--- src/rtl/dstack_ctl.sv ---
// Forth data-stack controller: T and N held in registers, deeper cells spilled
// to / refilled from an external memory stack, one stack op per cycle.
module dstack_ctl #(
    parameter int DSZ   = 32,
    parameter int DEPTH = 64,
    parameter int SSZ   = $clog2(DEPTH)
) (
    input  logic             clk,
    input  logic             rst,
    input  logic             op_valid,
    output logic             op_ready,
    input  logic [2:0]       op,
    input  logic [DSZ-1:0]   lit,
    output logic [DSZ-1:0]   tos,
    output logic [DSZ-1:0]   nos,
    output logic [SSZ+1:0]   depth,
    output logic             empty,
    output logic             full,
    output logic             err,
    output logic             ss_push,
    output logic             ss_pop,
    output logic [DSZ-1:0]   ss_vi,
    input  logic [DSZ-1:0]   ss_vo,
    input  logic [SSZ-1:0]   ss_idx
);

    typedef enum logic [2:0] {
        OP_NOP  = 3'd0,
        OP_PUSH = 3'd1,
        OP_DROP = 3'd2,
        OP_DUP  = 3'd3,
        OP_SWAP = 3'd4,
        OP_OVER = 3'd5,
        OP_ROT  = 3'd6,
        OP_ADD  = 3'd7
    } op_e;

    localparam logic [SSZ+1:0] MAXD = (SSZ+2)'(DEPTH + 2);
    localparam logic [SSZ+1:0] ONE  = (SSZ+2)'(1);

    logic [DSZ-1:0] r_t, r_n;
    logic [SSZ+1:0] r_depth;
    logic           r_err;

    logic           w_d1, w_d2, w_d3, w_nf;
    logic           w_ok, w_push, w_pop, w_go, w_rej;
    logic [DSZ-1:0] w_t, w_n;
    logic [SSZ+1:0] w_dn;
    logic           w_unused;

    // The memory keeps its own pointer; depth here is the authority.
    assign w_unused = ^ss_idx;

    assign w_d1 = (r_depth != '0);
    assign w_d2 = (r_depth >= (SSZ+2)'(2));
    assign w_d3 = (r_depth >= (SSZ+2)'(3));
    assign w_nf = (r_depth != MAXD);

    always_comb begin
        w_ok   = 1'b1;
        w_push = 1'b0;
        w_pop  = 1'b0;
        w_t    = r_t;
        w_n    = r_n;
        w_dn   = r_depth;
        case (op_e'(op))
            OP_PUSH: begin
                w_ok   = w_nf;
                w_t    = lit;
                w_n    = r_t;
                w_push = w_d2;
                w_dn   = r_depth + ONE;
            end
            OP_DROP: begin
                w_ok  = w_d1;
                w_t   = r_n;
                w_n   = w_d3 ? ss_vo : '0;
                w_pop = w_d3;
                w_dn  = r_depth - ONE;
            end
            OP_DUP: begin
                w_ok   = w_d1 & w_nf;
                w_n    = r_t;
                w_push = w_d2;
                w_dn   = r_depth + ONE;
            end
            OP_SWAP: begin
                w_ok = w_d2;
                w_t  = r_n;
                w_n  = r_t;
            end
            OP_OVER: begin
                w_ok   = w_d2 & w_nf;
                w_t    = r_n;
                w_n    = r_t;
                w_push = 1'b1;
                w_dn   = r_depth + ONE;
            end
            OP_ROT: begin
                // Push+pop together overwrites memory top with old N.
                w_ok   = w_d3;
                w_t    = ss_vo;
                w_n    = r_t;
                w_push = 1'b1;
                w_pop  = 1'b1;
            end
            OP_ADD: begin
                w_ok  = w_d2;
                w_t   = r_n + r_t;
                w_n   = w_d3 ? ss_vo : '0;
                w_pop = w_d3;
                w_dn  = r_depth - ONE;
            end
            default: ;
        endcase
    end

    assign op_ready = ~rst;
    assign w_go     = op_valid & op_ready & w_ok;
    assign w_rej    = op_valid & op_ready & ~w_ok;
    assign ss_push  = w_go & w_push;
    assign ss_pop   = w_go & w_pop;
    assign ss_vi    = r_n;

    always_ff @(posedge clk) begin
        if (rst) begin
            r_t     <= '0;
            r_n     <= '0;
            r_depth <= '0;
            r_err   <= 1'b0;
        end else begin
            r_err <= w_rej;
            if (w_go) begin
                r_t     <= w_t;
                r_n     <= w_n;
                r_depth <= w_dn;
            end
        end
    end

    assign tos   = r_t;
    assign nos   = r_n;
    assign depth = r_depth;
    assign err   = r_err;
    assign empty = (r_depth == '0);
    assign full  = (r_depth == MAXD);

endmodule
--- config.mk ---
export PLATFORM = sky130hd
export DESIGN_NAME = dstack_ctl
export DESIGN_NICKNAME = d
export VERILOG_FILES = /design/src/rtl/dstack_ctl.sv
export SDC_FILE = /design/constraint.sdc
export NUM_CORES = 1
export LEC_CHECK = 0
export CAP_MARGIN = 15
export CORE_MARGIN = 10
export CORE_UTILIZATION = 45
export DETAILED_ROUTE_END_ITERATION = 12
export PLACE_DENSITY_LB_ADDON = 0.12
export SYNTH_ARGS = -nofsm -noshare
export SYNTH_HDL_FRONTEND = slang
export SYNTH_SLANG_ARGS = --single-unit
export TNS_END_PERCENT = 20
--- constraint.sdc ---
create_clock -name clk -period 5.45 [get_ports clk]
set_input_delay 1.09 -clock clk [delete_from_list [all_inputs] [get_ports clk]]
set_output_delay 1.09 -clock clk [all_outputs]
set_load 0.02 [all_outputs]
=== Word-level counts from Yosys, hierarchy flattened ===
Index checks and enable logic that the tools add are counted.

* Word-level logic and storage cells: 49
* Register bits: 73
* Output and inout bits: 110

* Reductions and logical operators: 15
* Bitwise logic cells: 9
* $add $sub $neg: 3
* $lt $le $gt $ge: 2
* Multiplexer cells: 7
* Eq/ne operators: 9

{| class="wikitable"
|+ Operators with widths
! cell !! count
|-
| $pmux W32 S4 || 1
|-
| $pmux W32 S2 || 1
|-
| $add A32 B32 Y32 || 1
|-
| $mux W32 || 1
|-
| $ge A8 B2 Y1 const B || 2
|-
| $pmux W8 S2 || 1
|-
| $eq A3 B3 Y1 const B || 4
|-
| $add A8 B1 Y8 const B || 1
|-
| $eq A8 B7 Y1 const B || 1
|-
| $logic_not A8 Y1 || 1
|-
| $ne A8 B7 Y1 const B || 1
|-
| $reduce_bool A8 Y1 || 1
|-
| $reduce_or A2 Y1 || 4
|-
| $sub A8 B1 Y8 const B || 1
|-
| $and A1 B1 Y1 || 7
|-
| $eq A3 B2 Y1 const B || 2
|-
| $pmux W1 S6 || 1
|-
| $reduce_and A2 Y1 || 3
|-
| $reduce_or A3 Y1 || 2
|-
| $reduce_or A5 Y1 || 1
|-
| $pmux W1 S2 || 2
|-
| $reduce_bool A2 Y1 || 2
|-
| $reduce_bool A4 Y1 || 1
|-
| $eq A3 B1 Y1 const B || 1
|-
| $not A1 Y1 || 2
|}

=== Depth between registers and ports, before layout ===
* Depth in word-level cells: 5
* Gate-level depth with buffers: 14
* Depth with buffers taken out: 13

=== Worst setup path after synthesis ===
No wires, ideal clock.

* Kind: in2reg
* Start point: input op[0]
* End point: register r_depth[7], in the netlist depth[7]
* Setup slack: 1790 ps
* Data arrival time: 3533 ps
* Cell stages on the path: 14
* Path through: clkbuf_1 -> and2_1 -> o21ai_1 -> inv_1 -> ha_1 -> a21o_1 -> a21oi_1 -> nor2b_1 -> o21a_1 -> o41ai_1 -> xnor2_1 -> nand2_1 -> xor2_1 -> nor2_1

* Longest elaborated chain between the ends: 5

{| class="wikitable"
|+ RTL lines
! element !! RTL line !! source
|-
| start, declared || 12 || <nowiki>input logic [2:0] op,</nowiki>
|-
| $eq A3 B3 Y1 || 66 || <nowiki>case (op_e'(op))</nowiki>
|-
| $reduce_or A2 Y1 (no source line) || n/a ||
|-
| $pmux W1 S6 || 66 ||
|-
| $and A1 B1 Y1 || 119 || <nowiki>assign w_go = op_valid & op_ready & w_ok;</nowiki>
|-
| $reduce_and A2 Y1 (no source line) || n/a ||
|-
| end signal, assigned || 136 || <nowiki>r_depth <= w_dn;</nowiki>
|-
| end, declared || 42 || <nowiki>logic [SSZ+1:0] r_depth;</nowiki>
|}

Parallel ways exist; a longest one is shown, timed or not.
A chain may end at the register's enable or synchronous reset.

=== Worst setup path after layout ===
* Start point: input op[2]
* End point: output ss_push

* Longest elaborated chain between the ends: 5

{| class="wikitable"
|+ RTL lines
! element !! RTL line !! source
|-
| $eq A3 B3 Y1 || 66 ||
|-
| $reduce_or A2 Y1 (no source line) || n/a ||
|-
| $pmux W1 S6 || 66 ||
|-
| $and A1 B1 Y1 || 119 ||
|-
| $and A1 B1 Y1 * || 121 || <nowiki>assign ss_push = w_go & w_push;</nowiki>
|-
| end, declared || 20 || <nowiki>output logic ss_push,</nowiki>
|}

Mark *: on every way between the ends. The rest lies on a longest branch, timed or not.

==> out/metrics.csv <==
metric;value;unit
Max-slew headroom;34.0;%
Ys Warns;0;
Hold Path Depth;2;
root buffer cell;clkbuf_16;
TritonRoute pass-1 iters;5;
DRC viols;0;
Hold EP;tos[23];
EDFF count, synth;0;
CTS tree;done;
dpl hpwl;14500;um
diode count;0;
antenna violations before repair;0;
DRT antenna net count;0;
CTS clk-pin slew, worst paths;0.06;ns
CP Class;in -> out;
fin. max-slew vios;0;
R2R setup slack;2.30;ns
leakage;2.92;nW
Rows;41;
Num CTS Buffers;9;
Gate Count Post-Synth;742;
Die ar.;0.0177;mm^2
final net count;979;
Area growth syn-to-layout;34.1;%
VDD IR max;132;uV
RR Startpoint;nos[0];
Core Region;0.0126;mm^2
hold_buf cts;0;
detailed-route wire length per cell;19.2;um
fraction of layout cells with a size suffix above 1;5.18;%
Buffers on Ports;179;
Max Fclk;0.211;GHz
Placer Congestion;0.904;
largest fanout on the critical path;14;
Yosys reg bits;73;
Most used DFF post-synth;dfxtp_1;
post_cts resized;0;
number of global-route vias before repair;6174;
Seq/Total Area, Yosys;25.4;%
Crit path required time;4.36;ns
Die Width;133;um
Power Density;202;mW/mm^2
vias per cell;5.93;
max_cap viols;0;
Worst setup SP type;primary input;
DRT Wirelength;20000;um
largest net degree at the start of global routing;72;
initial drt markers;463;
DR vias;6162;
worst skew pair latency;0.35;ns
final setup vio count;0;
RSZ-0062 raised after global routing;no;
average size of a mapped cell;7.75;um^2
post-CTS repair timing setup buffer count;0;
skew final;0.00723;ns
post-synth cell types;62;
worst-margin pin slew;0.988;ns
status;finished clean;
Die Y;133;um
Remaining Overflow, GRT;0;
layout filler cell count;1114;
setup tns final;0;ns
first-pass GRT wire length;32100;um
clk buf depth;2;
r2r endpoint;tos[30];
synthesized net count;858;
CTS HTree Levels;3;
Min-Delay Path Class;reg -> reg;
CP endpoint kind;output port;
Async SR Flop Fraction;0;%
Top-Level Pins;186;
Final Hold Fails;0;
FF-to-FF path depth;12;
Arr. time, crit path;3.66;ns
clk sinks;73;
Post-Syn Area;0.00575;mm^2
Overall Global Routing Usage;21.8;%
post-placement cell count;1024;
final period utilization;87.1;%
Cell Count, Final, Fillers Out;1040;
Tmin final;4.75;ns
Worst Hold Launch;tos[23];
Initial Utilization;45.7;%
-- cell families after synthesis --
kind of cell,count (synthesis),synth area share [%]
compound gates,280,33.0
xor+xnor,36,5.48
fa+ha+maj,40,8.97
buf+inv,91,8.47
flops,73,25.4
mux,12,2.11
simple gates,210,16.6
-- worst max-delay path: stages --
cell and delay, ns:
clkdlybuf4s50_1 0.77, nand2_1 0.14, nand4_1 0.11, a21oi_1 0.07, o21ai_1 0.20, and3_1 0.18, buf_4 0.20, a21boi_0 0.24
clkdlybuf4s50_1 0.64
-- layout by cell type (no fill, tap or decap), types with 19 or more instances in the layout --
master / synthesis / routed
a211oi_1: 43 / 43
a21oi_1: 66 / 64
a22oi_1: 32 / 32
clkdlybuf4s50_1: 0 / 178
dfxtp_1: 73 / 73
ha_1: 38 / 38
nand2_1: 48 / 48
nor2_1: 90 / 90
o21ai_0: 31 / 31
o22ai_1: 25 / 25
xnor2_1: 19 / 19
-- sequential cells by signal (all words and copies together) (netlist names) --
name   flops
nos       32
tos       32
depth      8
err        1
-- how the worst max path moves through the flow --
stage,startpoint,to,slack (ns),cells past startpoint
finish,op[2],ss_push,0.70,9
global route,op[2],ss_push,0.54,9
CTS,op[2],ss_push,0.70,9
detailed placement,op[2],ss_push,0.71,9
global placement,op[2],ss_push,0.76,9
floorplan,op[0],depth[7],1.79,14
-- layer usage --
layer  GRT usage [%]  routed length, um  up-vias
li1                -                  -     2984
met1            26.4               8720     2862
met2            35.2               9190      283
met3            6.32               1680       33
met4            9.29                410        0
met5               0                  0        -
-- per-stage QoR --
stage               hold slack, ns  worst slack (ns)  utilization, %  power, mW  instance area [um^2]
global route                 0.533             0.536            61.3       1.63                  7710
CTS                          0.501             0.704            61.3       1.56                  7710
finish                       0.505             0.704            61.3       1.56                  7710
floorplan                    0.555              1.79               -      0.832                  5750
global placement             0.479             0.762            59.2      0.995                  7430
detailed placement           0.490             0.712            59.2       1.00                  7430
-- Yosys cell counts, types with 8 or more instances --
library cell | number | area [um^2]
o211ai_1 | 8 | 60.1
nand2_1 | 48 | 180
nor2b_1 | 13 | 81.3
mux2i_1 | 11 | 110
ha_1 | 38 | 475
inv_1 | 8 | 30.0
buf_2 | 15 | 75.1
buf_4 | 33 | 248
a222oi_1 | 8 | 80.1
o21ai_0 | 31 | 155
a21oi_1 | 66 | 330
xor2_1 | 17 | 149
a21o_1 | 17 | 128
clkbuf_1 | 30 | 113
nor3_1 | 11 | 55.1
a22oi_1 | 32 | 240
nand3_1 | 12 | 60.1
xnor2_1 | 19 | 166
a211oi_1 | 43 | 323
dfxtp_1 | 73 | 1460
o22ai_1 | 25 | 156
nor2_1 | 90 | 338
-- layout make-up --
class	instances	area [um^2]	area share (%)
well taps	172	215	2.79
inverters	9	33.8	0.438
multi-input cells	578	3830	49.6
repair buffers	192	1900	24.6
clock inverters	3	15.0	0.195
clock buffers	13	260	3.38
flip-flops and latches	73	1460	19.0
-- power breakdown --
part           internal (mW)  leakage (nW)  switching (mW)
registers              0.557         0.592          0.0296
logic                  0.188          2.18           0.220
clock network          0.331         0.139           0.233
total                   1.08          2.92           0.482
Note: power is estimated with default switching activity, not from simulation.
